**config.mk**
```make
export PLATFORM = sky130hd
export DESIGN_NAME = peripheral_bus_master_flat
export DESIGN_NICKNAME = d
export VERILOG_FILES = /design/src/rtl/peripheral_bus_pkg.sv /design/src/rtl/peripheral_bus_master_if.sv /design/src/rtl/peripheral_bus_master_load_extender.sv /design/src/rtl/peripheral_bus_master.sv /design/src/flat_wrapper.sv
export SDC_FILE = /design/constraint.sdc
export NUM_CORES = 1
export LEC_CHECK = 0
export CAP_MARGIN = 20
export CORE_UTILIZATION = 43
export CTS_CLUSTER_DIAMETER = 80
export DETAILED_ROUTE_END_ITERATION = 10
export PLACE_DENSITY = 0.95
export SYNTH_ARGS = -nofsm -noshare
export SYNTH_HDL_FRONTEND = slang
export SYNTH_SLANG_ARGS = --single-unit
```
**constraint.sdc**
```tcl
create_clock -name clk -period 3.6 [get_ports clk]
set_clock_uncertainty 0.15 [all_clocks]
set_input_delay 0.54 -clock clk [delete_from_list [all_inputs] [get_ports clk]]
set_output_delay 0.54 -clock clk [all_outputs]
set_load 0.03 [all_outputs]
```
**src/rtl/peripheral_bus_pkg.sv**
```systemverilog
// Shared types and constants for the peripheral bus initiator.
// The request check lives here so every user agrees on what is rejected.
package peripheral_bus_pkg;

   typedef enum logic [1:0] {ST_IDLE, ST_WRITE, ST_READ, ST_RESP} state_t;

   localparam logic [1:0] SIZE_BYTE = 2'd0;
   localparam logic [1:0] SIZE_HALF = 2'd1;
   localparam logic [1:0] SIZE_WORD = 2'd2;
   localparam int PERIPH_WINDOW_BIT = 31;

   // Peripherals only take full-word writes, so sub-word stores are rejected too.
   function automatic logic req_error(input logic i_write, input logic [31:0] i_addr,
                                      input logic [1:0] i_size);
      logic w_err;
      w_err = !i_addr[PERIPH_WINDOW_BIT]
            || (i_size == 2'd3)
            || ((i_size == SIZE_HALF) && i_addr[0])
            || ((i_size == SIZE_WORD) && (i_addr[1:0] != 2'b00))
            || (i_write && (i_size != SIZE_WORD));
      return w_err;
   endfunction

endpackage

```
**src/rtl/peripheral_bus_master_if.sv**
```systemverilog
// CPU request/response and peripheral strobe signals of the bus initiator.
interface peripheral_bus_master_if;

   logic        reqValid;
   logic        reqReady;
   logic        reqWrite;
   logic [31:0] reqAddress;
   logic [31:0] reqWriteData;
   logic [1:0]  reqSize;
   logic        reqUnsigned;
   logic        respValid;
   logic [31:0] respReadData;
   logic        respError;
   logic        periphReadEnable;
   logic        periphWriteEnable;
   logic [30:0] periphAddress;
   logic [31:0] periphDataOut;
   logic [31:0] periphDataIn;

   modport master (
      input  reqValid, reqWrite, reqAddress, reqWriteData, reqSize, reqUnsigned, periphDataIn,
      output reqReady, respValid, respReadData, respError,
             periphReadEnable, periphWriteEnable, periphAddress, periphDataOut
   );

   modport slave (
      output reqValid, reqWrite, reqAddress, reqWriteData, reqSize, reqUnsigned, periphDataIn,
      input  reqReady, respValid, respReadData, respError,
             periphReadEnable, periphWriteEnable, periphAddress, periphDataOut
   );

endinterface

```
**src/rtl/peripheral_bus_master_load_extender.sv**
```systemverilog
// Picks the addressed byte/half out of a read word and sign/zero-extends it.
module load_extender
   import peripheral_bus_pkg::*;
(
   input  logic [31:0] i_data,
   input  logic [1:0]  i_addr,
   input  logic [1:0]  i_size,
   input  logic        i_unsigned,
   output logic [31:0] o_data
);

   logic [7:0]  w_byte;
   logic [15:0] w_half;

   always_comb begin
      w_byte = i_data[8*i_addr +: 8];
      w_half = i_data[16*i_addr[1] +: 16];
      o_data = i_data;
      case (i_size)
         SIZE_BYTE: o_data = {{24{w_byte[7]  & ~i_unsigned}}, w_byte};
         SIZE_HALF: o_data = {{16{w_half[15] & ~i_unsigned}}, w_half};
         default:   o_data = i_data;
      endcase
   end

endmodule

```
**src/rtl/peripheral_bus_master.sv**
```systemverilog
// Peripheral bus initiator: one CPU load/store at a time, fixed read latency,
// one response pulse per accepted request.
module peripheral_bus_master
   import peripheral_bus_pkg::*;
#(
   parameter int READ_LATENCY = 1
) (
   input  logic                    clk,
   input  logic                    reset,
   peripheral_bus_master_if.master bus
);

   localparam logic [3:0] LAT = 4'(READ_LATENCY);

   state_t      r_state;
   logic [3:0]  r_cnt;
   logic [1:0]  r_addr_lo;
   logic [1:0]  r_size;
   logic        r_unsigned;
   logic        r_we;
   logic        r_re;
   logic [30:0] r_paddr;
   logic [31:0] r_dout;
   logic        r_resp_valid;
   logic        r_resp_err;
   logic [31:0] r_rdata;
   logic [31:0] w_ext;

   load_extender u_ext (
      .i_data     (bus.periphDataIn),
      .i_addr     (r_addr_lo),
      .i_size     (r_size),
      .i_unsigned (r_unsigned),
      .o_data     (w_ext)
   );

   always_ff @(posedge clk) begin
      if (reset) begin
         r_state      <= ST_IDLE;
         r_cnt        <= '0;
         r_addr_lo    <= '0;
         r_size       <= '0;
         r_unsigned   <= 1'b0;
         r_we         <= 1'b0;
         r_re         <= 1'b0;
         r_paddr      <= '0;
         r_dout       <= '0;
         r_resp_valid <= 1'b0;
         r_resp_err   <= 1'b0;
         r_rdata      <= '0;
      end else begin
         r_resp_valid <= 1'b0;
         r_resp_err   <= 1'b0;
         r_rdata      <= '0;
         r_we         <= 1'b0;
         r_dout       <= '0;
         case (r_state)
            ST_IDLE: if (bus.reqValid) begin
               r_addr_lo  <= bus.reqAddress[1:0];
               r_size     <= bus.reqSize;
               r_unsigned <= bus.reqUnsigned;
               if (req_error(bus.reqWrite, bus.reqAddress, bus.reqSize)) begin
                  r_state      <= ST_RESP;
                  r_resp_valid <= 1'b1;
                  r_resp_err   <= 1'b1;
               end else begin
                  r_paddr <= {bus.reqAddress[30:2], 2'b00};
                  if (bus.reqWrite) begin
                     r_state <= ST_WRITE;
                     r_we    <= 1'b1;
                     r_dout  <= bus.reqWriteData;
                  end else begin
                     r_state <= ST_READ;
                     r_re    <= 1'b1;
                     r_cnt   <= '0;
                  end
               end
            end
            ST_WRITE: begin
               r_state      <= ST_RESP;
               r_resp_valid <= 1'b1;
            end
            ST_READ: begin
               r_cnt <= r_cnt + 4'd1;
               // Counter reaching the latency marks the edge where read data is valid.
               if (r_cnt == LAT) begin
                  r_state      <= ST_RESP;
                  r_re         <= 1'b0;
                  r_rdata      <= w_ext;
                  r_resp_valid <= 1'b1;
               end
            end
            ST_RESP: r_state <= ST_IDLE;
            default: r_state <= ST_IDLE;
         endcase
      end
   end

   assign bus.reqReady          = (r_state == ST_IDLE);
   assign bus.respValid         = r_resp_valid;
   assign bus.respError         = r_resp_err;
   assign bus.respReadData      = r_rdata;
   assign bus.periphReadEnable  = r_re;
   assign bus.periphWriteEnable = r_we;
   assign bus.periphAddress     = r_paddr;
   assign bus.periphDataOut     = r_dout;

endmodule

```
**src/flat_wrapper.sv**
```systemverilog
// flat-port wrapper written by rule: the top's interface ports become plain ports
module peripheral_bus_master_flat import peripheral_bus_pkg::*;
#(
   parameter int READ_LATENCY = 1
)
  (clk, reset, bus_reqValid, bus_reqWrite, bus_reqAddress, bus_reqWriteData, bus_reqSize, bus_reqUnsigned, bus_periphDataIn, bus_reqReady, bus_respValid, bus_respReadData, bus_respError, bus_periphReadEnable, bus_periphWriteEnable, bus_periphAddress, bus_periphDataOut);
  peripheral_bus_master_if bus_i ();
  input  logic clk;
  input  logic reset;
  input wire logic [$bits(bus_i.reqValid)-1:0] bus_reqValid;
  input wire logic [$bits(bus_i.reqWrite)-1:0] bus_reqWrite;
  input wire logic [$bits(bus_i.reqAddress)-1:0] bus_reqAddress;
  input wire logic [$bits(bus_i.reqWriteData)-1:0] bus_reqWriteData;
  input wire logic [$bits(bus_i.reqSize)-1:0] bus_reqSize;
  input wire logic [$bits(bus_i.reqUnsigned)-1:0] bus_reqUnsigned;
  input wire logic [$bits(bus_i.periphDataIn)-1:0] bus_periphDataIn;
  output wire logic [$bits(bus_i.reqReady)-1:0] bus_reqReady;
  output wire logic [$bits(bus_i.respValid)-1:0] bus_respValid;
  output wire logic [$bits(bus_i.respReadData)-1:0] bus_respReadData;
  output wire logic [$bits(bus_i.respError)-1:0] bus_respError;
  output wire logic [$bits(bus_i.periphReadEnable)-1:0] bus_periphReadEnable;
  output wire logic [$bits(bus_i.periphWriteEnable)-1:0] bus_periphWriteEnable;
  output wire logic [$bits(bus_i.periphAddress)-1:0] bus_periphAddress;
  output wire logic [$bits(bus_i.periphDataOut)-1:0] bus_periphDataOut;
  assign bus_i.reqValid = bus_reqValid;
  assign bus_i.reqWrite = bus_reqWrite;
  assign bus_i.reqAddress = bus_reqAddress;
  assign bus_i.reqWriteData = bus_reqWriteData;
  assign bus_i.reqSize = bus_reqSize;
  assign bus_i.reqUnsigned = bus_reqUnsigned;
  assign bus_i.periphDataIn = bus_periphDataIn;
  assign bus_reqReady = bus_i.reqReady;
  assign bus_respValid = bus_i.respValid;
  assign bus_respReadData = bus_i.respReadData;
  assign bus_respError = bus_i.respError;
  assign bus_periphReadEnable = bus_i.periphReadEnable;
  assign bus_periphWriteEnable = bus_i.periphWriteEnable;
  assign bus_periphAddress = bus_i.periphAddress;
  assign bus_periphDataOut = bus_i.periphDataOut;
  peripheral_bus_master #(.READ_LATENCY(READ_LATENCY)) u_core (.clk(clk), .reset(reset), .bus(bus_i));
endmodule
```
* Yosys cells after proc, flatten, opt, wreduce, memory -nomap -nowiden *
Cells that the tools add are included.

word-level totals
  flip-flop bits (word level) = 108
  input bits = 103

cells by class
  add/sub/neg operators = 1
  equality and inequality tests = 13
  shift operators = 2
  mux-type cells = 20
  bitwise gates (word level) = 9
  reduce and logical (&&, ||, !) cells = 21

operator list
  kind                   count
  $pmux W32 S2           1
  $shiftx A32 B6 Y16     1
  $shiftx A32 B6 Y8      1
  $mux W4                3
  $eq A2 B2 Y1 const B   4
  $mux W1                8
  $mux W2                4
  $ne A2 B2 Y1 const B   4
  $pmux W2 S4            1
  $pmux W4 S2            1
  $not A1 Y1             7
  $eq A2 B1 Y1 const B   3
  $reduce_and A5 Y1      1
  $reduce_or A5 Y1       1
  $add A4 B1 Y4 const B  1
  $eq A4 B1 Y1 const B   1
  $logic_not A2 Y1       2
  $logic_or A1 B1 Y1     4
  $reduce_and A2 Y1      2
  $reduce_and A4 Y1      1
  $reduce_bool A2 Y1     2
  $reduce_or A4 Y1       1
  $logic_and A1 B1 Y1    3
  $pmux W1 S3            1
  7 further kinds        8

* Longest topological paths before layout *
  depth after elaboration = 8
  gate-level depth with buffers = 8

* Hierarchy *
Synthesis repeated with hierarchy kept, for this count alone.

unflattened totals
  cell total of the unflattened synthesis = 481
  area total of the unflattened synthesis = 4,275.4 µm²

by module, submodules not included
  module                 times used  cells an instance  area an instance (µm²)  seq. area each (µm²)
  peripheral_bus_master  1           364                3,560.9                 2,162.1
  load_extender          1           117                714.4                   0.0

* Worst setup path after synthesis *
OpenSTA, ideal clock, no wires.

  path kind = reg2reg
  start = register u_core.r_state[0]
  end = register u_core.r_dout[0], in the netlist u_core.bus.periphDataOut[0]
  data arrival time = 1.752 ns
  slack = 1.640 ns
  cell stages (with the launch flop) = 7
  buffers on the path = 1
  clock period less this slack = 1.960 ns
  path through = dfxtp_1 > inv_1 > ha_1 > nand2_1 > nor4b_4 > buf_6 > and2_2

on the way
  longest elaborated chain between the ends = 3

RTL lines
  item                               line                         source
  from (decl)                        peripheral_bus_master.sv:15  state_t r_state;
  from (signal assigned)             peripheral_bus_master.sv:39  r_state <= ST_IDLE;
  from (signal assigned)             peripheral_bus_master.sv:63  r_state <= ST_RESP;
  from (signal assigned)             peripheral_bus_master.sv:69  r_state <= ST_WRITE;
  $logic_not A2 Y1                   -
  net bus_reqReady                   flat_wrapper.sv:17           output wire logic [$bits(bus_i.reqReady)-1:0] bus_reqReady;
  $not A1 Y1 (no source line)        -
  $reduce_or A5 Y1 (no source line)  -
  to (signal assigned)               peripheral_bus_master.sv:71  r_dout <= bus.reqWriteData;
  to (decl)                          peripheral_bus_master.sv:23  logic [31:0] r_dout;

The timed path passes the listed nets, and every way through them passes these cells.
A chain may end at the register's enable or synchronous reset.

* Worst setup path in the final report *
  start = register u_core.r_state[1]
  end = output bus_reqReady

on the way
  longest elaborated chain between the ends = 1

RTL lines
  item              line                         source
  $logic_not A2 Y1  peripheral_bus_master.sv:99  assign bus.reqReady = (r_state == ST_IDLE);
  to (decl)         flat_wrapper.sv:17

No other way between the ends.

==> results.md <==
- Outcome: complete, no violations
- Port buffer count: 200
- Drt drc: 0
- Critical path class: reg2out
- Synth Cell Area: roughly 0.0041 sq mm
- Synth area leader: dfxtp_1
- Multi-input logic area: around 0.0017 sq mm
- Pleak: approximately 2.4 nW
- Fmax: slightly below 0.4 GHz
- Area share of the largest cell type after synthesis: 0.525
- Cts repair resizes: 0
- Hold Buf Count CTS: 0
- Setup crit end kind: output port
- TritonCTS clock tree: built
- Largest net degree at the start of global routing: 34
- Clock root cell: clkbuf_8
- Clock latency on the worst-skew pair: approximately 0.36 ns
- Maximum VDD drop: ~300 uV
- Top cells by area, synth: dfxtp_1, nand2_1, a21oi_1
- IO Pins: a little over 200
- PwrDens: roughly 440 mW/mm^2
- Avg Cell Area, Syn: between 9 and 10 sq um
- Post-synthesis sequential area ratio: 0.525
- Die span in x: 99.9 microns
- WL met1: ~4.4 mm
- GPL Wtd Cong: around 0.82
- Global-route usage over all layers: 0.238
- Maxcap violations: 0
- Maximum fanout along the worst path: 8
- Die Ht: ~100 microns
- Met2 routed WL: 6.36 mm
- Setup Viol. Count Final: 0
- First-pass GRT wire length: around 19 mm
- Fin crit share: 0.713
- Actual slew at the worst max-slew pin: ~0.86 ns
- Initial core utilization: 0.444
- Commonest non-fill, non-tap cell in the layout: clkdlybuf4s50_1
- Tmin final: approximately 2.6 ns
- Worst Path Arrival: ~1.9 ns
- Antenna Violating Nets Remaining: 0
- Met3 routed WL: roughly 980 microns
- Mapped Cells: ~450
- Crit-path cells: inv_1, ha_1, clkdlybuf4s50_1
- Vias: 3,876
- Layout overhead on the synthesized area: 54.9%
- EDFF count, synth: 0
- RSZ-0062 raised after global routing: false
- Fraction of registers with async set/reset: 0
- Slowest CP cell: clkdlybuf4s50_1
- 1st-iter DRT viols: 185
- Worst setup SP type: flop
- CORE AREA: approximately 0.0093 sq mm
- Max_slew headroom: 0.427
- Main flop type after synthesis: dfxtp_1
- Fraction of layout cells with a size suffix above 1: 0.0935
- Post-CTS Setup Inserts: 0
- DR pass1 iterations: 5
- Die area: approximately 0.010 sq mm
- Critical Path Max Stage Delay: about 0.74 ns
- Clock tree buffer depth: 2
- WP data required: between 2 and 3 ns
- Vias in the first global route: 3,933
- Rows: 35
- Final number of max-transition violations: 0
- Fill cells: 705
- Final Util: 0.688
- Total negative setup slack: 0 ns
- Ant diodes: 0
- Sequential cell area: between 0.002 and 0.0025 sq mm
- Post-DP HPWL: about 9.1 mm
- CTS H-tree lvls: 3
- Commonest cells after routing, fill and taps aside: clkdlybuf4s50_1, dfxtp_1, nand2_1
- Routed WL: about 12 mm
- Register bit count reported by yosys: roughly 110
- Antenna violations before repair: 0
- Top Metal Used: met4
- Clock-pin slew on the worst setup and hold paths: about 0.10 ns
- Num CTS Buffers: 9
- Sink Count: ~110
- Worst Hold Class: reg2reg
- WL/cell: roughly 15 microns
- DR vias/cell: about 5.0
- Syn. warnings: 0
- Number of failing hold endpoints at the final stage: 0
- Final net count: 747
- GR Overflow Total: 0
- Count of cell types in the netlist: 45
==> metal layers <==
metal | GRT usage | vias to the layer above
met5 | 0 | -
met4 | 0.0633 | 0
met3 | 0.0655 | 22
met2 | 0.460 | 192
met1 | 0.250 | 1789
li1 | - | 1873
==> sequential cells by signal, indices dropped and copies added (netlist names) <==
register and flops:
u_core.r_addr_lo 2, u_core.bus.periphWriteEnable 1, u_core.bus.periphAddress 29, u_core.bus.respReadData 32, u_core.r_size 2, u_core.r_state 2, u_core.bus.periphReadEnable 1, u_core.r_cnt 4
u_core.bus.periphDataOut 32, u_core.bus.respError 1, u_core.r_unsigned 1, u_core.bus.respValid 1
==> cell type report <==
type / instances / area share
Clock buffer: 9 / 0.0194
Clock inverter: 7 / 0.0141
Inverter: 21 / 0.0123
Multi-Input combinational cell: 290 / 0.269
Sequential cell: 108 / 0.339
Tap cell: 129 / 0.0253
Timing Repair Buffer: 207 / 0.322
==> stage by stage <==
stage,std cells,worst slack [ns],hold WS [ns],area [sq um],total power [mW]
global placement,755,0.944,0.291,6170,2.02
floorplan,449,1.64,0.300,4130,1.76
finish,771,1.03,0.312,6390,2.81
global route,771,0.915,0.327,6390,2.95
detailed placement,755,0.859,0.301,6170,2.06
CTS,771,1.02,0.316,6390,2.82
==> cells by family (layout without fill, tap and decap cells) <==
group / Yosys count / after routing / synth area share
other: 1 / 2 / 0.000910
DFF: 108 / 108 / 0.525
buffers and inverters: 51 / 244 / 0.0601
adders and majority gates: 7 / 7 / 0.0212
AOI/OAI and AO/OA: 98 / 98 / 0.154
muxes: 12 / 12 / 0.0349
and+or+nand+nor: 171 / 171 / 0.204
==> Yosys cell counts (2+ instances only) <==
cell,instances
a211oi_1,3
dfxtp_1,108
mux2i_1,2
a221oi_1,8
nand2b_1,3
mux2_2,9
nor2b_1,2
nand3_1,3
and2_2,12
nand2_1,97
o21ai_0,2
buf_6,5
o211a_1,2
inv_1,21
buf_4,3
nor3_1,8
buf_2,6
clkbuf_1,16
a21oi_1,55
and2_1,21
a31oi_1,9
ha_1,7
o221a_2,7
nor2_1,15
nor3b_1,3
nor4b_4,2
==> worst max-delay path, delay by kind of cell, from the launching register on <==
| family | cells | cell delay (ns) |
|---|---|---|
| DFF | 1 | 0.36 |
| adders and majority gates | 1 | 0.32 |
| buffers and inverters | 2 | 0.85 |
==> power by group <==
group          switching (mW)  total (mW)  internal, mW
combinational           0.418       0.738         0.320
clock                   0.428       0.765         0.338
sequential             0.0514        1.31          1.25
==> path summary, 6_finish.rpt <==
path / endpoint / slack, ns / depth (start not counted) / from
worst min-delay path: u_core.bus.periphAddress[15]$_SDFFE_PP0P_ / 0.31 / 2 / u_core.bus.periphAddress[15]$_SDFFE_PP0P_
worst min register to register: u_core.bus.periphAddress[15]$_SDFFE_PP0P_ / 0.31 / 2 / u_core.bus.periphAddress[15]$_SDFFE_PP0P_
worst max register to register: u_core.bus.periphAddress[17]$_SDFFE_PP0P_ / 1.39 / 6 / u_core.r_state[0]$_SDFFE_PP0P_
worst max-delay path: bus_reqReady / 1.03 / 3 / u_core.r_state[1]$_SDFFE_PP0P_
Power figures use the tool's default switching activity.
==> RTL edit 1 (same flow settings) <==
The 4 states of `state_t` get a one-hot encoding in 4 bits.
--- a/src/rtl/peripheral_bus_pkg.sv
+++ b/src/rtl/peripheral_bus_pkg.sv
@@ -2,7 +2,7 @@
 // The request check lives here so every user agrees on what is rejected.
 package peripheral_bus_pkg;
 
-   typedef enum logic [1:0] {ST_IDLE, ST_WRITE, ST_READ, ST_RESP} state_t;
+   typedef enum logic [3:0] {ST_IDLE = 4'b0001, ST_WRITE = 4'b0010, ST_READ = 4'b0100, ST_RESP = 4'b1000} state_t;
 
    localparam logic [1:0] SIZE_BYTE = 2'd0;
    localparam logic [1:0] SIZE_HALF = 2'd1;
Check against the original RTL: same outputs for any inputs over 4 cycles, from zero or initial values and one cycle with reset high; so few cycles prove little.
==> RTL edit 1 against the original RTL <==
- sequential cell count grew 2
- first-iteration DRC count is 51% lower
- synthesized area is 2.2% lower
- routed wire length fell by 0.34%
- setup slack gained 0.016 ns
- final area decreased by 1.5%
Power is not compared: it rests on default switching activity, and its combinational part moved more than twofold at a synthesized area within 25%.
==> RTL edit 1: results (changes against the original RTL) <==
[clock_network]
cts_made_buffers = 9  ; unchanged
clkTransAtPathRegs_ns = 0.11
post-cts-setup-buffer-count = 0  ; unchanged
cts_buffer_depth = 2  ; unchanged
cts-root-buf = clkbuf_8
htree_levels = 3  ; unchanged
cts_hold_buffers = 0  ; unchanged
insertion_delay_ns = 0.37
cts-resized-gates = 0  ; unchanged

[grt]
grt_start_max_net_pins = 37  ; +8.8%
antenna_found_initial = 0  ; unchanged
grt_pass1_wl_um = 18700  ; -0.41%
grt_pass1_vias = 3800  ; -3.4%
grt_usage_pct = 24.9  ; +1.2 points

[sta]
hold_viol_final = 0  ; unchanged
worst_slew_margin_rel_pct = 60.5  ; +18 points

[placement]
dpl.hpwl_um = 9170  ; +0.65%
place_congestion = 0.849  ; +3.3%
io_buffers = 200  ; unchanged

[synth]
synth.lib_cells_used.distinct = 45  ; unchanged
yosys-top-cells-area = dfxtp_1 (55%), mux2i_1 (7.4%), and2_1 (5.0%), nor2_1 (4.5%), a21oi_1 (3.4%)
synthTopCellsByCount = dfxtp_1 (110), nor2_1 (48), nand2_1 (35), and2_1 (32), mux2i_1 (30)
async_flop_share_pct = 0  ; unchanged
ys_seq_area_share_pct = 54.6  ; +2.1 points
yosys_warnings = 0  ; unchanged

[run_status]
status = finished clean

[setup_path]
cp_slowest_cell = clkdlybuf4s50_1
critical-path-top-delay-family = buffers and inverters
worstPathArrival_ns = 1.86  ; -0.02 ns
worstPathMaxFanout = 6  ; -2
max_stage_delay_ns = 0.75

[final_layout]
finalNetCount = 700  ; -6.3%
drive_gt1_share_pct = 8.00  ; -1.3 points
diodes = 0  ; unchanged

[min_path]
min_path_type = flop to flop

[detailed_routing]
firstDrtPassIters = 4  ; -1
vias_per_cell = 5.14  ; +2.3%
wirelength_um = 11800  ; -0.34%
drtIter0Drc = 91  ; -51%

[power_and_ir_drop]
leakagePower_nw = 2.53
ir_drop_mv = 0.285

RTL edit 1: cell count changes after synthesis, moves of 7 or more:
cell	before	now
a21oi_1	55	27
nor2_1	15	48
and2_2	12	0
and2_1	21	32
mux2i_1	2	30
nand2_1	97	35
nor3_1	8	1
RTL edit 1: cell type report:
type,count,area [sq um]
clock buffer,10,128
clock inverter,6,55.1
fill,617,2600
inverter,17,63.8
multi-input combinational,249,1640
sequential,110,2200
tap,108,135
timing repair buffer,208,2060
RTL edit 1: cell families after synthesis:
family                     count (synthesis)  synth area share, %
and+or+nand+nor                          139                 17.3
DFF                                      110                 54.6
AOI/OAI and AO/OA                         66                 11.8
buffers and inverters                     45                 5.21
muxes                                     39                 10.2
adders and majority gates                  2                0.620
other                                      1               0.0930
xor gates and xnor gates                   1                0.217
RTL edit 1: per-stage QoR:
| stage | cells | hold slack [ns] | utilization [%] | setup WS [ns] | cell area, sq um |
|---|---|---|---|---|---|
| after floorplan | 404 | 0.299 | - | 1.73 | 4040 |
| after global placement | 692 | 0.294 | 68.7 | 0.879 | 6100 |
| after detailed placement | 692 | 0.300 | 68.7 | 0.811 | 6100 |
| after CTS | 708 | 0.315 | 70.7 | 1.02 | 6290 |
| after global routing | 708 | 0.347 | 70.7 | 0.942 | 6290 |
| final | 708 | 0.310 | 70.7 | 1.05 | 6290 |
RTL edit 1: worst min-delay path, stage by stage, from the launching register on:
cell,delay (ns)
dfxtp_1,0.32
nand2_1,0.05
a21oi_1,0.05
RTL edit 1: where the power goes:
group	switching [mW]	internal [mW]	leakage, nW
combinational	0.167	0.179	1.55
sequential	0.0178	1.24	0.888
clock	0.442	0.265	0.0904
total	0.626	1.68	2.53
RTL edit 1: path summary, 6_finish.rpt:
path	startpoint	to	slack (ns)	cells past startpoint
hold / removal	u_core.bus.periphReadEnable	u_core.bus.periphReadEnable	0.31	2
setup / recovery	u_core.r_state[0]	bus_reqReady	1.05	2
setup reg to reg	u_core.r_cnt[0]	u_core.bus.respReadData[13]	1.19	6
hold reg to reg	u_core.bus.periphReadEnable	u_core.bus.periphReadEnable	0.31	2
RTL edit 1: per-layer routing:
metal / global-route usage (%) / vias to the layer above / share of wire, %
met5: 0 / - / 0
met4: 11.1 / 0 / 2.2
met3: 8.44 / 23 / 9.2
met2: 45.8 / 190 / 51
met1: 25.6 / 1686 / 37
li1: - / 1742 / -
==> RTL edit 2 (same flow settings) <==
Without the edit above. Make the reset (`reset`) asynchronous in one clocked block.
--- a/src/rtl/peripheral_bus_master.sv
+++ b/src/rtl/peripheral_bus_master.sv
@@ -34,7 +34,7 @@
       .o_data     (w_ext)
    );
 
-   always_ff @(posedge clk) begin
+   always_ff @(posedge clk or posedge reset) begin
       if (reset) begin
          r_state      <= ST_IDLE;
          r_cnt        <= '0;
Check against the original RTL: differs if reset is asserted again (counterexample within 4 cycles, from zero or initial values and one cycle with reset high); with reset held inactive, the same outputs for 10 cycles.
==> RTL edit 2 against the original RTL <==
- sequential cell count stayed put
- setup slack worse by 0.25 ns
- global-route usage fell by 2.1 points
- routed wire length is 2.3% lower
- critical endpoint unchanged
- highest routed layer unchanged
- largest cell class unchanged
- hold slack gained 0.056 ns
- utilization is 1.5 points lower
- synthesized area up 10%
- final area rose by 8.4%
Power is not compared: it rests on default switching activity, and its combinational part moved more than twofold at a synthesized area within 25%.
==> RTL edit 2: results (changes against the original RTL) <==
[placement]
place_congestion = 0.799  ; -2.8%
dpl.hpwl_um = 8850  ; -2.9%
io_buffers = 200  ; unchanged

[setup_path]
cp_slowest_cell = clkdlybuf4s50_1
worstPathMaxFanout = 14  ; +6
rrSetupSlack_ns = 1.07  ; -0.32 ns
max_stage_delay_ns = 0.78  ; +0.04 ns

[grt]
grt_pass1_vias = 3721  ; -5.4%
grt_usage_pct = 21.7  ; -2.1 points
grt_start_max_net_pins = 62  ; +82%
antenna_found_initial = 0  ; unchanged
grt_pass1_wl_um = 18200  ; -2.6%
grt.overflow.total = 0  ; unchanged

[clock_network]
clkTransAtPathRegs_ns = 0.10  ; about the same
htree_levels = 3  ; unchanged
insertion_delay_ns = 0.36  ; about the same
cts_made_buffers = 9  ; unchanged
post-cts-setup-buffer-count = 0  ; unchanged
cts-resized-gates = 0  ; unchanged
cts_buffer_depth = 2  ; unchanged
cts-root-buf = clkbuf_8

[power_and_ir_drop]
ir_drop_mv = 0.327
leakagePower_nw = 3.17

[synth]
yosys-top-cells-area = dfrtp_1 (60%), mux2_2 (6.5%), and2_1 (4.5%), mux2_4 (3.3%), nand2_1 (3.0%)
yosys_warnings = 0  ; unchanged
netlist.area_leader.share_pct = 59.6  ; +7.1 points
synth.lib_cells_used.distinct = 45  ; unchanged
synth_area_leader_cell = dfrtp_1
ys_seq_area_share_pct = 59.6  ; +7.1 points
synthTopCellsByCount = dfrtp_1 (108), nand2_1 (36), and2_1 (33), mux2_2 (26), nor2b_1 (16)
async_flop_share_pct = 100  ; +100 points

[final_layout]
drive_gt1_share_pct = 12.7  ; +3.3 points
diodes = 0  ; unchanged
finalNetCount = 665  ; -11%

[min_path]
min_path_type = flop to flop

[detailed_routing]
wirelength_um = 11600  ; -2.3%
vias = 3477  ; -10%
drc = 0  ; unchanged
firstDrtPassIters = 6  ; +1
drtIter0Drc = 92  ; -50%

[run_status]
status = finished clean

[sta]
worst_pin_slew_ns = 0.853  ; -0.00702 ns

RTL edit 2: changes by cell type in the layout (fill, tap and decap cells not counted), sizes merged, moves of 9 or more:
cell,unedited run,this run
nand2,97,36
mux2,9,36
a21oi,56,8
inv,24,9
nor2b,2,16
dfrtp,0,108
nand2b,3,12
dfxtp,108,0
RTL edit 2: logic make-up (layout without fill, tap and decap cells):
kind of cell,after synthesis,in the layout,share of synthesized area [%]
buf+inv,30,229,3.06
other cells,1,2,0.0826
fa+ha+maj,6,6,1.65
flops,108,108,59.6
compound gates,44,44,8.00
simple gates,127,127,15.6
mux,45,45,12.0
RTL edit 2: critical path: cells and delay by family (launching register included):
family	cells	cell delay, ns
adder cells (fa/ha/maj)	1	0.48
buffers and inverters	2	0.88
flip-flops	1	0.42
RTL edit 2: area by class of cell:
cell class | instances | area [sq um]
repair buffers | 206 | 2060
clock inverters | 6 | 106
inverters | 7 | 28.8
clock buffers | 10 | 138
well taps | 136 | 170
fillers | 744 | 3360
flip-flops and latches | 108 | 2700
multi-input cells | 224 | 1720
RTL edit 2: worst paths after layout:
path	startpoint	end	cells past startpoint
setup / recovery	u_core.r_state[1]	bus_reqReady	3
hold / removal	u_core.bus.periphAddress[8]	u_core.bus.periphAddress[8]	1
setup reg to reg	u_core.r_state[1]	u_core.bus.periphAddress[16]	6
hold reg to reg	u_core.bus.periphAddress[8]	u_core.bus.periphAddress[8]	1
max in group asynchronous	reset	u_core.bus.periphAddress[24]	3
min in group asynchronous	reset	u_core.bus.periphDataOut[19]	2
RTL edit 2: report_power, final:
part / total, mW / internal (mW) / switching [mW]
clock: 0.868 / 0.427 / 0.441
sequential: 1.66 / 1.46 / 0.202
combinational: 1.83 / 0.869 / 0.957
RTL edit 2: per-stage QoR:
stage | instances | instance area [sq um] | hold WS, ns | util (%) | setup slack (ns)
floorplan | 362 | 4540 | 0.353 | - | 0.0644
global placement | 681 | 6680 | 0.340 | 65.0 | 0.824
detailed placement | 681 | 6680 | 0.343 | 65.0 | 0.727
CTS | 697 | 6920 | 0.370 | 67.3 | 0.758
global route | 697 | 6920 | 0.379 | 67.3 | 0.636
finish | 697 | 6920 | 0.368 | 67.3 | 0.787
RTL edit 2: routing by layer:
layer	up-vias	wire [um]	track usage, %
li1	1624	-	-
met1	1699	4510	24.1
met2	140	6140	39.5
met3	14	767	6.24
met4	0	199	7.34
met5	-	0	0
